`src/rtl/ecg_acq_if.sv`:
```
// Handshake and data bundle between the ECG acquisition sequencer, the ADC and the filter chain.
// The slave modport is the sequencer's view; the master modport is the surrounding board/ADC side.
interface ecg_acq_if #(
  parameter int DIV_W  = 16,
  parameter int DATA_W = 12
);
  logic              switch;
  logic [DIV_W-1:0]  div_val;
  logic              adc_done;
  logic [DATA_W-1:0] adc_data;
  logic              adc_start;
  logic              clk_d_en;
  logic [DATA_W-1:0] sample_data;
  logic              sample_valid;
  logic              busy;
  logic              timeout_err;
  logic              overrun_err;

  modport slave (
    input  switch, div_val, adc_done, adc_data,
    output adc_start, clk_d_en, sample_data, sample_valid, busy, timeout_err, overrun_err
  );

  modport master (
    output switch, div_val, adc_done, adc_data,
    input  adc_start, clk_d_en, sample_data, sample_valid, busy, timeout_err, overrun_err
  );
endinterface

```
`src/rtl/ecg_acq_ctrl.sv`:
```
// ECG acquisition sequencer: programmable sample tick, ADC start/done handshake with timeout, sample publish.
// Define ACQ_AVG2_EN to publish the average of each pair of captures instead of every raw capture.
module ecg_acq_ctrl #(
  parameter int DIV_W   = 16,
  parameter int DATA_W  = 12,
  parameter int TIMEOUT = 255
) (
  input  logic      clk,
  input  logic      rst,
  ecg_acq_if.slave  acq
);

  localparam int TO_W = (TIMEOUT < 2) ? 1 : $clog2(TIMEOUT);
  localparam logic [TO_W-1:0] TO_LAST = TO_W'(TIMEOUT - 1);

  typedef enum logic [1:0] {IDLE, ARM, CONV} state_t;

  state_t            state, state_nxt;
  logic              switch_p0, switch_p1, switch_p2;
  logic              switch_s, switch_rise;
  logic [DIV_W-1:0]  cnt, div_eff;
  logic              tick;
  logic [TO_W-1:0]   tcnt;
  logic              start_nxt, capture, tmo_hit, ovr_hit, tcnt_clr, tcnt_inc;
  logic              adc_start_p0;
  logic              vld_p0;
  logic [DATA_W-1:0] data_p0;
  logic              tmo_err, ovr_err;

  // Truncating pair average; the extra sum bit keeps the carry before the shift.
  function automatic logic [DATA_W-1:0] avg2(input logic [DATA_W-1:0] a, input logic [DATA_W-1:0] b);
    logic [DATA_W:0] sum;
    sum = {1'b0, a} + {1'b0, b};
    return sum[DATA_W:1];
  endfunction

  // Stage p0..p1: switch synchronizer, p2 holds the previous synced value for edge detection
  always_ff @(posedge clk or posedge rst) begin
    if (rst) begin
      switch_p0 <= 1'b0;
      switch_p1 <= 1'b0;
      switch_p2 <= 1'b0;
    end else begin
      switch_p0 <= acq.switch;
      switch_p1 <= switch_p0;
      switch_p2 <= switch_p1;
    end
  end

  assign switch_s    = switch_p1;
  assign switch_rise = switch_p1 & ~switch_p2;

  // A divide value of 0 behaves like 1; a counter past a newly lowered value wraps before ticking.
  assign div_eff = (acq.div_val == '0) ? DIV_W'(1) : acq.div_val;
  assign tick    = switch_s && (cnt == div_eff);

  always_ff @(posedge clk or posedge rst) begin
    if (rst)            cnt <= '0;
    else if (!switch_s) cnt <= '0;
    else if (tick)      cnt <= '0;
    else                cnt <= cnt + 1'b1;
  end

  always_ff @(posedge clk or posedge rst) begin
    if (rst) state <= IDLE;
    else     state <= state_nxt;
  end

  always_comb begin
    state_nxt = state;
    start_nxt = 1'b0;
    capture   = 1'b0;
    tmo_hit   = 1'b0;
    ovr_hit   = 1'b0;
    tcnt_clr  = 1'b0;
    tcnt_inc  = 1'b0;
    case (state)
      IDLE: begin
        if (switch_s) state_nxt = ARM;
      end
      ARM: begin
        if (!switch_s) begin
          state_nxt = IDLE;
        end else if (tick) begin
          start_nxt = 1'b1;
          tcnt_clr  = 1'b1;
          state_nxt = CONV;
        end
      end
      CONV: begin
        ovr_hit = tick;
        // done has priority over the terminal timeout count
        if (acq.adc_done) begin
          capture   = 1'b1;
          state_nxt = ARM;
        end else if (tcnt == TO_LAST) begin
          tmo_hit   = 1'b1;
          state_nxt = ARM;
        end else begin
          tcnt_inc  = 1'b1;
        end
      end
      default: state_nxt = IDLE;
    endcase
  end

  always_ff @(posedge clk or posedge rst) begin
    if (rst)           tcnt <= '0;
    else if (tcnt_clr) tcnt <= '0;
    else if (tcnt_inc) tcnt <= tcnt + 1'b1;
  end

`ifdef ACQ_AVG2_EN
  logic              pair_phase;
  logic [DATA_W-1:0] pair_p0;

  always_ff @(posedge clk) begin
    if (capture && !pair_phase) pair_p0 <= acq.adc_data;
  end
`endif

  // Stage p0: registered start pulse, published sample and sticky error flags
  always_ff @(posedge clk or posedge rst) begin
    if (rst) begin
      adc_start_p0 <= 1'b0;
      vld_p0       <= 1'b0;
      data_p0      <= '0;
      tmo_err      <= 1'b0;
      ovr_err      <= 1'b0;
`ifdef ACQ_AVG2_EN
      pair_phase   <= 1'b0;
`endif
    end else begin
      adc_start_p0 <= start_nxt;
      tmo_err      <= tmo_hit | (tmo_err & ~switch_rise);
      ovr_err      <= ovr_hit | (ovr_err & ~switch_rise);
`ifdef ACQ_AVG2_EN
      vld_p0 <= capture & pair_phase;
      if (capture && pair_phase) data_p0 <= avg2(pair_p0, acq.adc_data);
      if (tmo_hit || (state_nxt == IDLE && state != IDLE)) pair_phase <= 1'b0;
      else if (capture)                                    pair_phase <= ~pair_phase;
`else
      vld_p0 <= capture;
      if (capture) data_p0 <= acq.adc_data;
`endif
    end
  end

  assign acq.adc_start    = adc_start_p0;
  assign acq.clk_d_en     = tick;
  assign acq.sample_data  = data_p0;
  assign acq.sample_valid = vld_p0;
  assign acq.busy         = (state == CONV);
  assign acq.timeout_err  = tmo_err;
  assign acq.overrun_err  = ovr_err;

endmodule
```
`src/flat_wrapper.sv`:
```
// flat-port wrapper written by rule: the top's interface ports become plain ports
module ecg_acq_ctrl_flat 
#(
  parameter int DIV_W   = 16,
  parameter int DATA_W  = 12,
  parameter int TIMEOUT = 255
)
  (clk, rst, acq_switch, acq_div_val, acq_adc_done, acq_adc_data, acq_adc_start, acq_clk_d_en, acq_sample_data, acq_sample_valid, acq_busy, acq_timeout_err, acq_overrun_err);
  ecg_acq_if #(.DIV_W(DIV_W), .DATA_W(DATA_W)) acq_i ();
  input  logic clk;
  input  logic rst;
  input wire logic [$bits(acq_i.switch)-1:0] acq_switch;
  input wire logic [$bits(acq_i.div_val)-1:0] acq_div_val;
  input wire logic [$bits(acq_i.adc_done)-1:0] acq_adc_done;
  input wire logic [$bits(acq_i.adc_data)-1:0] acq_adc_data;
  output wire logic [$bits(acq_i.adc_start)-1:0] acq_adc_start;
  output wire logic [$bits(acq_i.clk_d_en)-1:0] acq_clk_d_en;
  output wire logic [$bits(acq_i.sample_data)-1:0] acq_sample_data;
  output wire logic [$bits(acq_i.sample_valid)-1:0] acq_sample_valid;
  output wire logic [$bits(acq_i.busy)-1:0] acq_busy;
  output wire logic [$bits(acq_i.timeout_err)-1:0] acq_timeout_err;
  output wire logic [$bits(acq_i.overrun_err)-1:0] acq_overrun_err;
  assign acq_i.switch = acq_switch;
  assign acq_i.div_val = acq_div_val;
  assign acq_i.adc_done = acq_adc_done;
  assign acq_i.adc_data = acq_adc_data;
  assign acq_adc_start = acq_i.adc_start;
  assign acq_clk_d_en = acq_i.clk_d_en;
  assign acq_sample_data = acq_i.sample_data;
  assign acq_sample_valid = acq_i.sample_valid;
  assign acq_busy = acq_i.busy;
  assign acq_timeout_err = acq_i.timeout_err;
  assign acq_overrun_err = acq_i.overrun_err;
  ecg_acq_ctrl #(.DIV_W(DIV_W), .DATA_W(DATA_W), .TIMEOUT(TIMEOUT)) u_core (.clk(clk), .rst(rst), .acq(acq_i));
endmodule
```
`config.mk`:
```
export PLATFORM = sky130hd
export DESIGN_NAME = ecg_acq_ctrl_flat
export DESIGN_NICKNAME = d
export VERILOG_FILES = /design/src/rtl/ecg_acq_if.sv /design/src/rtl/ecg_acq_ctrl.sv /design/src/flat_wrapper.sv
export SDC_FILE = /design/constraint.sdc
export NUM_CORES = 1
export LEC_CHECK = 0
export BUFFER_PORTS_ARGS = -buffer_cell sky130_fd_sc_hd__clkbuf_2
export CORE_ASPECT_RATIO = 1.25
export CORE_MARGIN = 5
export CORE_UTILIZATION = 55
export CTS_CLUSTER_DIAMETER = 150
export CTS_CLUSTER_SIZE = 20
export DETAILED_ROUTE_END_ITERATION = 6
export PLACE_DENSITY = 0.84
export SYNTH_ARGS = -nofsm -noshare
export SYNTH_HDL_FRONTEND = slang
export SYNTH_SLANG_ARGS = --single-unit
```
`constraint.sdc`:
```
create_clock -name clk -period 4.23 [get_ports clk]
set_input_delay 0.846 -clock clk [delete_from_list [all_inputs] [get_ports clk]]
set_output_delay 0.846 -clock clk [all_outputs]
set_load 0.02 [all_outputs]
```
==> results of run 1 <==
[power groups by stage]
| stage | Sequential (mW) | Clock [mW] | Combinational, mW |
|---|---|---|---|
| 4_1_cts | 0.453 | 0.270 | 0.0758 |
| 6_report | 0.453 | 0.260 | 0.0742 |
| 2_1_floorplan | 0.466 | 0 | 0.0370 |
| 3_5_place_dp | 0.461 | 0 | 0.0756 |
| 3_3_place_gp | 0.461 | 0 | 0.0737 |
| 5_1_grt | 0.455 | 0.291 | 0.0828 |
[cell usage in the layout, fill, tap and decap left out, types with 3 or more instances in the layout]
cell and instances:
nand2_1 11, xor2_1 14, dfrtp_1 45, nand3_1 8, nor4_1 3, a21oi_1 4, ha_1 3, clkbuf_2 49
nor3_1 4, inv_1 5, mux2_2 12, nand4_1 7, clkbuf_8 6, nor2_1 26, and3_1 4, xnor2_1 21
and4_1 4
[cell families (layout without fill, tap and decap cells)]
family                   Yosys count  after routing
adder cells (fa/ha/maj)            3              3
AND/OR/NAND/NOR                   73             73
flip-flops                        45             45
multiplexers                      13             13
XOR/XNOR                          35             35
AO/OA/AOI/OAI                     12             12
buffers and inverters             11             63
[per-stage QoR]
step,power [mW],utilization
2_1_floorplan,0.503,-
3_3_place_gp,0.534,0.642
3_5_place_dp,0.537,0.642
4_1_cts,0.799,0.665
5_1_grt,0.829,0.665
6_report,0.787,0.665
[worst min-delay path by stage]
| stage | from | to | slack (ns) | depth (start not counted) |
|---|---|---|---|---|
| after floorplan | u_core.switch_p0$_DFF_PP0_ | u_core.switch_p1$_DFF_PP0_ | 0.33 | 0 |
| after global placement | u_core.switch_p0$_DFF_PP0_ | u_core.switch_p1$_DFF_PP0_ | 0.33 | 0 |
| after detailed placement | u_core.switch_p0$_DFF_PP0_ | u_core.switch_p1$_DFF_PP0_ | 0.34 | 0 |
| after CTS | u_core.switch_p0$_DFF_PP0_ | u_core.switch_p1$_DFF_PP0_ | 0.35 | 0 |
| after global routing | u_core.switch_p0$_DFF_PP0_ | u_core.switch_p1$_DFF_PP0_ | 0.37 | 0 |
| final | u_core.switch_p0$_DFF_PP0_ | u_core.switch_p1$_DFF_PP0_ | 0.35 | 0 |
[state kept, by name, indices dropped and copies added (netlist names)]
signal                   flops
u_core.acq.adc_start         1
u_core.state                 2
u_core.switch_p2             1
u_core.acq.sample_data      12
u_core.switch_p0             1
u_core.switch_p1             1
u_core.tcnt                  8
u_core.acq.sample_valid      1
u_core.cnt                  16
u_core.acq.timeout_err       1
u_core.acq.overrun_err       1
[critical path, cell delays in order]
cell and delay (ns):
clkbuf_2 0.11, nor4_1 0.31, a41oi_1 0.22, xnor2_1 0.43, nor2_1 0.15, clkbuf_2 0.19
[area by class of cell]
cell class	count	area [sq um]
Clock buffer	7	86.3
Fill cell	319	1260
Inverter	6	22.5
Multi-Input combinational cell	136	957
Sequential cell	45	1130
Tap cell	40	50.0
Timing Repair Buffer	50	253
[metal layers]
layer  up-vias  wire, microns  share of wire  GRT usage
li1        759              -              -          -
met1       727           1740           0.43      0.229
met2        29           2070           0.52      0.286
met3         7            124          0.031     0.0338
met4         0             83          0.021     0.0747
met5         -              0              0          0
==> metrics.cfg, run 1 <==
[clock_network]
h-tree-depth=2
cts_setup_buffers=0
path_clk_slew_ns=0.07
cts_sinks=45
cts-resized-gates=0
clock_path_buffers=2
cts_tree=done
clockRootBuffer=clkbuf_8
clk_latency_ns=0.29
hold_buffers=0
cts_buffers=5

[pwr]
p_clk_frac=0.330
p_sw_frac=0.231
power.leakage_nw=1.22
p_seq_frac=0.575
power_density_nw_per_um2=315
p_int_mw=0.605
switching_power_mw=0.182
ir_drop_uv=347
combPwrFrac=0.094

[floorplan]
die_y_microns=79.5
fp-row-count=25
coreArea_sq_um=3750
io_pins=50
die_area_sq_um=5220
start_util=0.566
die_x_microns=65.6

[setup_path]
worstReg2RegStart=u_core.cnt[6]$_DFF_PP0_
crit_path_end_kind=output pin
endpoint=acq_clk_d_en
reg2regPathDepth=5
crit_start=acq_div_val[3]
start_kind=input pin
critical_path_class=in2out
cp.required_ns=3.38
worstPathArrival_ns=2.25
r2r-end=u_core.cnt[8]$_DFF_PP0_
rrSetupSlack_ns=2.12
critical_path_peak_fanout=3

[synthesis]
yosysTopAreaCellShare=0.530
synth_compound_area_frac=0.0383
synth-edff-count=0
synthTopCellsByCount=dfrtp_1, nor2_1, xnor2_1
avgSynthCellArea_sq_um=11.1
synthCells=192
async_flop_share=1.00
yosys_warnings=0
yosysMostFrequentCell=dfrtp_1
synthAdderAreaFrac=0.0177
synth_seq_area_share=0.530
netlist.top_cell.by_area=dfrtp_1
synth-simple-area-share=0.182
ys_seq_elements=45
synth_xor_area_frac=0.144
syn_nets=227
synth.distinct_cells=31
yosys-top-cells-area=dfrtp_1, xnor2_1, mux2_2
synth_area_sq_um=2130
yosys_most_used_dff=dfrtp_1
synth_top_family_by_area=simple AND/OR/NAND/NOR gates
synth.mux.area_fraction=0.0683

[finish]
drive_gt1_frac=0.291
synthToLayoutAreaGrowth_pct=17.4
stdcell_area_sq_um=2490
nets=279
fin_cells=284
antenna_cells=0

[min_path]
min_path_type=reg2reg

[route]
vias=1522
drcViolationCount=0
ant_nets=0
drtPass1Iterations=4
wirelength_microns=4020
vias_per_cell=5.36
avgRoutedWirePerCell_microns=14.2
drt_iter0_markers=72

[run]
drv_cap=0

[sta]
fin_skew_ns=0.00266
worst_slack_ns=1.13
finalCritPeriodShare=0.732
worst_pin_slew_ns=0.647
setup_tns_ns=0
max_clock_freq_ghz=0.323
slew_headroom=0.569
post-route-min-period_ns=3.10
hold_slack_ns=0.352
grt_setup_unrepaired=no
finalHoldViolCount=0
drv_slew=0
setup_viol=0

[outcome]
status=finished, final reports clean

[global_routing]
grt_use_total=0.176
grt_pass1_wl_microns=7070
first_global_vias=1581
antenna_found_initial=0
grt_max_degree=46
grt_remaining_overflow=0

[placed_design]
pre_cts_ws_ns=1.16
io_buffers=49
dp.cells=277
place_area_sq_um=2410
dp_hpwl_microns=3090
gp_congestion=0.881

Note: power is estimated with default switching activity, not from simulation.
==> run 2, diff against run 1 <==
ABC_AREA = 1   (was default)
CORE_UTILIZATION = 50   (was 55)
PLACE_DENSITY = 0.79   (was 0.84)
clock period = 2.6 ns   (was 4.23 ns; I/O delays follow)
==> run 2 against run 1 <==
Clock-buffer cell count fell by 2. Clock skew rose by 0.0030 ns. Power increased by 110%. Non-clock buffer count is 4 higher. Sequential share of layout area is 8.4 points lower. Largest power group unchanged. Via count increased by 47%. Utilization decreased by 5.7 points. Worst hold slack worse by 0.030 ns. Setup slack worse by 0.91 ns. Synthesized cell count grew 74%.
==> metrics.cfg, run 2 <==
[sta]
fin_skew_ns=0.00570
worst_pin_slew_ns=0.556
worst_slack_ns=0.220
hold_slack_ns=0.322
slew_headroom=0.629
drv_slew=0
setup_viol=0
setup_tns_ns=0
finalHoldViolCount=0
post-route-min-period_ns=2.38
max_clock_freq_ghz=0.420
finalCritPeriodShare=0.915
grt_setup_unrepaired=no

[synthesis]
avgSynthCellArea_sq_um=7.75
syn_nets=370
yosysMostFrequentCell=nand2_1
yosys_most_used_dff=dfrtp_1
ys_seq_elements=45
yosys-top-cells-area=dfrtp_1, nand2_1, inv_1
synth_area_sq_um=2590
synthCells=335
synth.distinct_cells=32
synth-edff-count=0
yosys_warnings=0
netlist.top_cell.by_area=dfrtp_1
synthTopCellsByCount=nand2_1, inv_1, dfrtp_1
async_flop_share=1.00
yosysTopAreaCellShare=0.434
synth_seq_area_share=0.434

[clock_network]
clock_path_buffers=2
path_clk_slew_ns=0.09
clockRootBuffer=clkbuf_8
clk_latency_ns=0.29
hold_buffers=0
cts-resized-gates=0
cts_tree=done
h-tree-depth=2
cts_sinks=45
cts_buffers=5
cts_setup_buffers=0

[floorplan]
die_x_microns=74.4
io_pins=50
die_y_microns=90.5
die_area_sq_um=6740
coreArea_sq_um=5040
start_util=0.515
fp-row-count=29

[setup_path]
cp.required_ns=2.08
critical_path_peak_fanout=4
start_kind=flop
crit_path_end_kind=output pin
worstPathArrival_ns=1.86
critical_path_class=reg2out

[finish]
layout_common_cells=nand2_1, inv_1, clkbuf_2, dfrtp_1, nor2_1
post-route-util=0.607
largest-register=u_core.cnt
nets=426
antenna_cells=0
drive_gt1_frac=0.222
stdcell_area_sq_um=3060
fillers=465
final_common_cell=nand2_1
largest_reg_flops=16
fin_cells=454
synthToLayoutAreaGrowth_pct=18.0

[global_routing]
first_global_vias=2309
grt_use_total=0.187
antenna_found_initial=0
grt_max_degree=46
grt_pass1_wl_microns=9960
grt_remaining_overflow=0

[placed_design]
pre_cts_ws_ns=0.388
dp_hpwl_microns=4460
dp.cells=446
io_buffers=49
gp_congestion=0.979
place_area_sq_um=2930

[pwr]
power.leakage_nw=1.76
power_mw=1.65
power_density_nw_per_um2=538
ir_drop_uv=442

[route]
drcViolationCount=0
drt_iter0_markers=110
drtPass1Iterations=4
vias_per_cell=4.92
ant_nets=0
avgRoutedWirePerCell_microns=12.7
wirelength_microns=5750
vias=2235

[min_path]
min_path_type=in2async

[run]
drv_cap=0

[outcome]
status=finished, final reports clean

run 2: cell types whose count changed after synthesis, moves of 5 or more:
cell	delta
inv_1	+55
inv_2	+8
mux2_2	-12
nand2_1	+68
nand3_1	+10
nand3b_1	+5
nand4_1	+8
nor2_1	+6
o21ai_0	+8
xnor2_1	-15
run 2: final cells by class:
type / count / area, sq um / share of cell area
clock inverters: 3 / 68.8 / 0.0225
clock buffers: 5 / 68.8 / 0.0225
well taps: 62 / 77.6 / 0.0253
flip-flops and latches: 45 / 1130 / 0.368
multi-input cells: 216 / 1180 / 0.385
inverters: 69 / 259 / 0.0846
repair buffers: 54 / 283 / 0.0923
run 2: logic make-up (layout without fill, tap and decap cells):
group | count (synthesis) | in the layout | synth area share
AND/OR/NAND/NOR | 176 | 176 | 0.332
flip-flops | 45 | 45 | 0.434
XOR/XNOR | 22 | 22 | 0.0743
buffers and inverters | 74 | 131 | 0.111
AO/OA/AOI/OAI | 15 | 15 | 0.0337
adder cells (fa/ha/maj) | 3 | 3 | 0.0145
run 2: final timing paths:
path	slack, ns	cells after the start	endpoint	start
min in group clk	0.33	1	u_core.switch_p0$_DFF_PP0_	acq_switch
max in group asynchronous	1.89	3	u_core.tcnt[1]$_DFFE_PP0P_	rst
min reg2reg	0.36	0	u_core.switch_p1$_DFF_PP0_	u_core.switch_p0$_DFF_PP0_
max	0.22	10	acq_clk_d_en	u_core.cnt[1]$_DFF_PP0_
min	0.32	3	u_core.acq.sample_valid$_DFF_PP0_	rst
max reg2reg	0.79	8	u_core.tcnt[1]$_DFFE_PP0P_	u_core.cnt[3]$_DFF_PP0_
run 2: worst max-delay path, cell delays in order (launching register included):
cell	delay, ns
dfrtp_1	0.44
inv_1	0.11
nor2_1	0.04
inv_1	0.08
nand2_1	0.09
nor3_2	0.15
o2111ai_1	0.14
nor2_2	0.21
nand3_4	0.08
inv_1	0.06
clkbuf_2	0.16
run 2: layer usage:
layer  up-vias  global-route usage  wire, microns  share of wire
li1       1147                   -              -              -
met1      1021               0.220           2320           0.40
met2        53               0.323           2980           0.52
met3        14              0.0312            272          0.047
met4         0              0.0846            174          0.030
met5         -                   0              0              0
run 2: power breakdown:
group,leakage (nW),switching [mW],internal (mW)
sequential,0.596,0.0357,0.743
clock,0.0687,0.248,0.387
combinational,1.10,0.150,0.0845
total,1.76,0.434,1.21
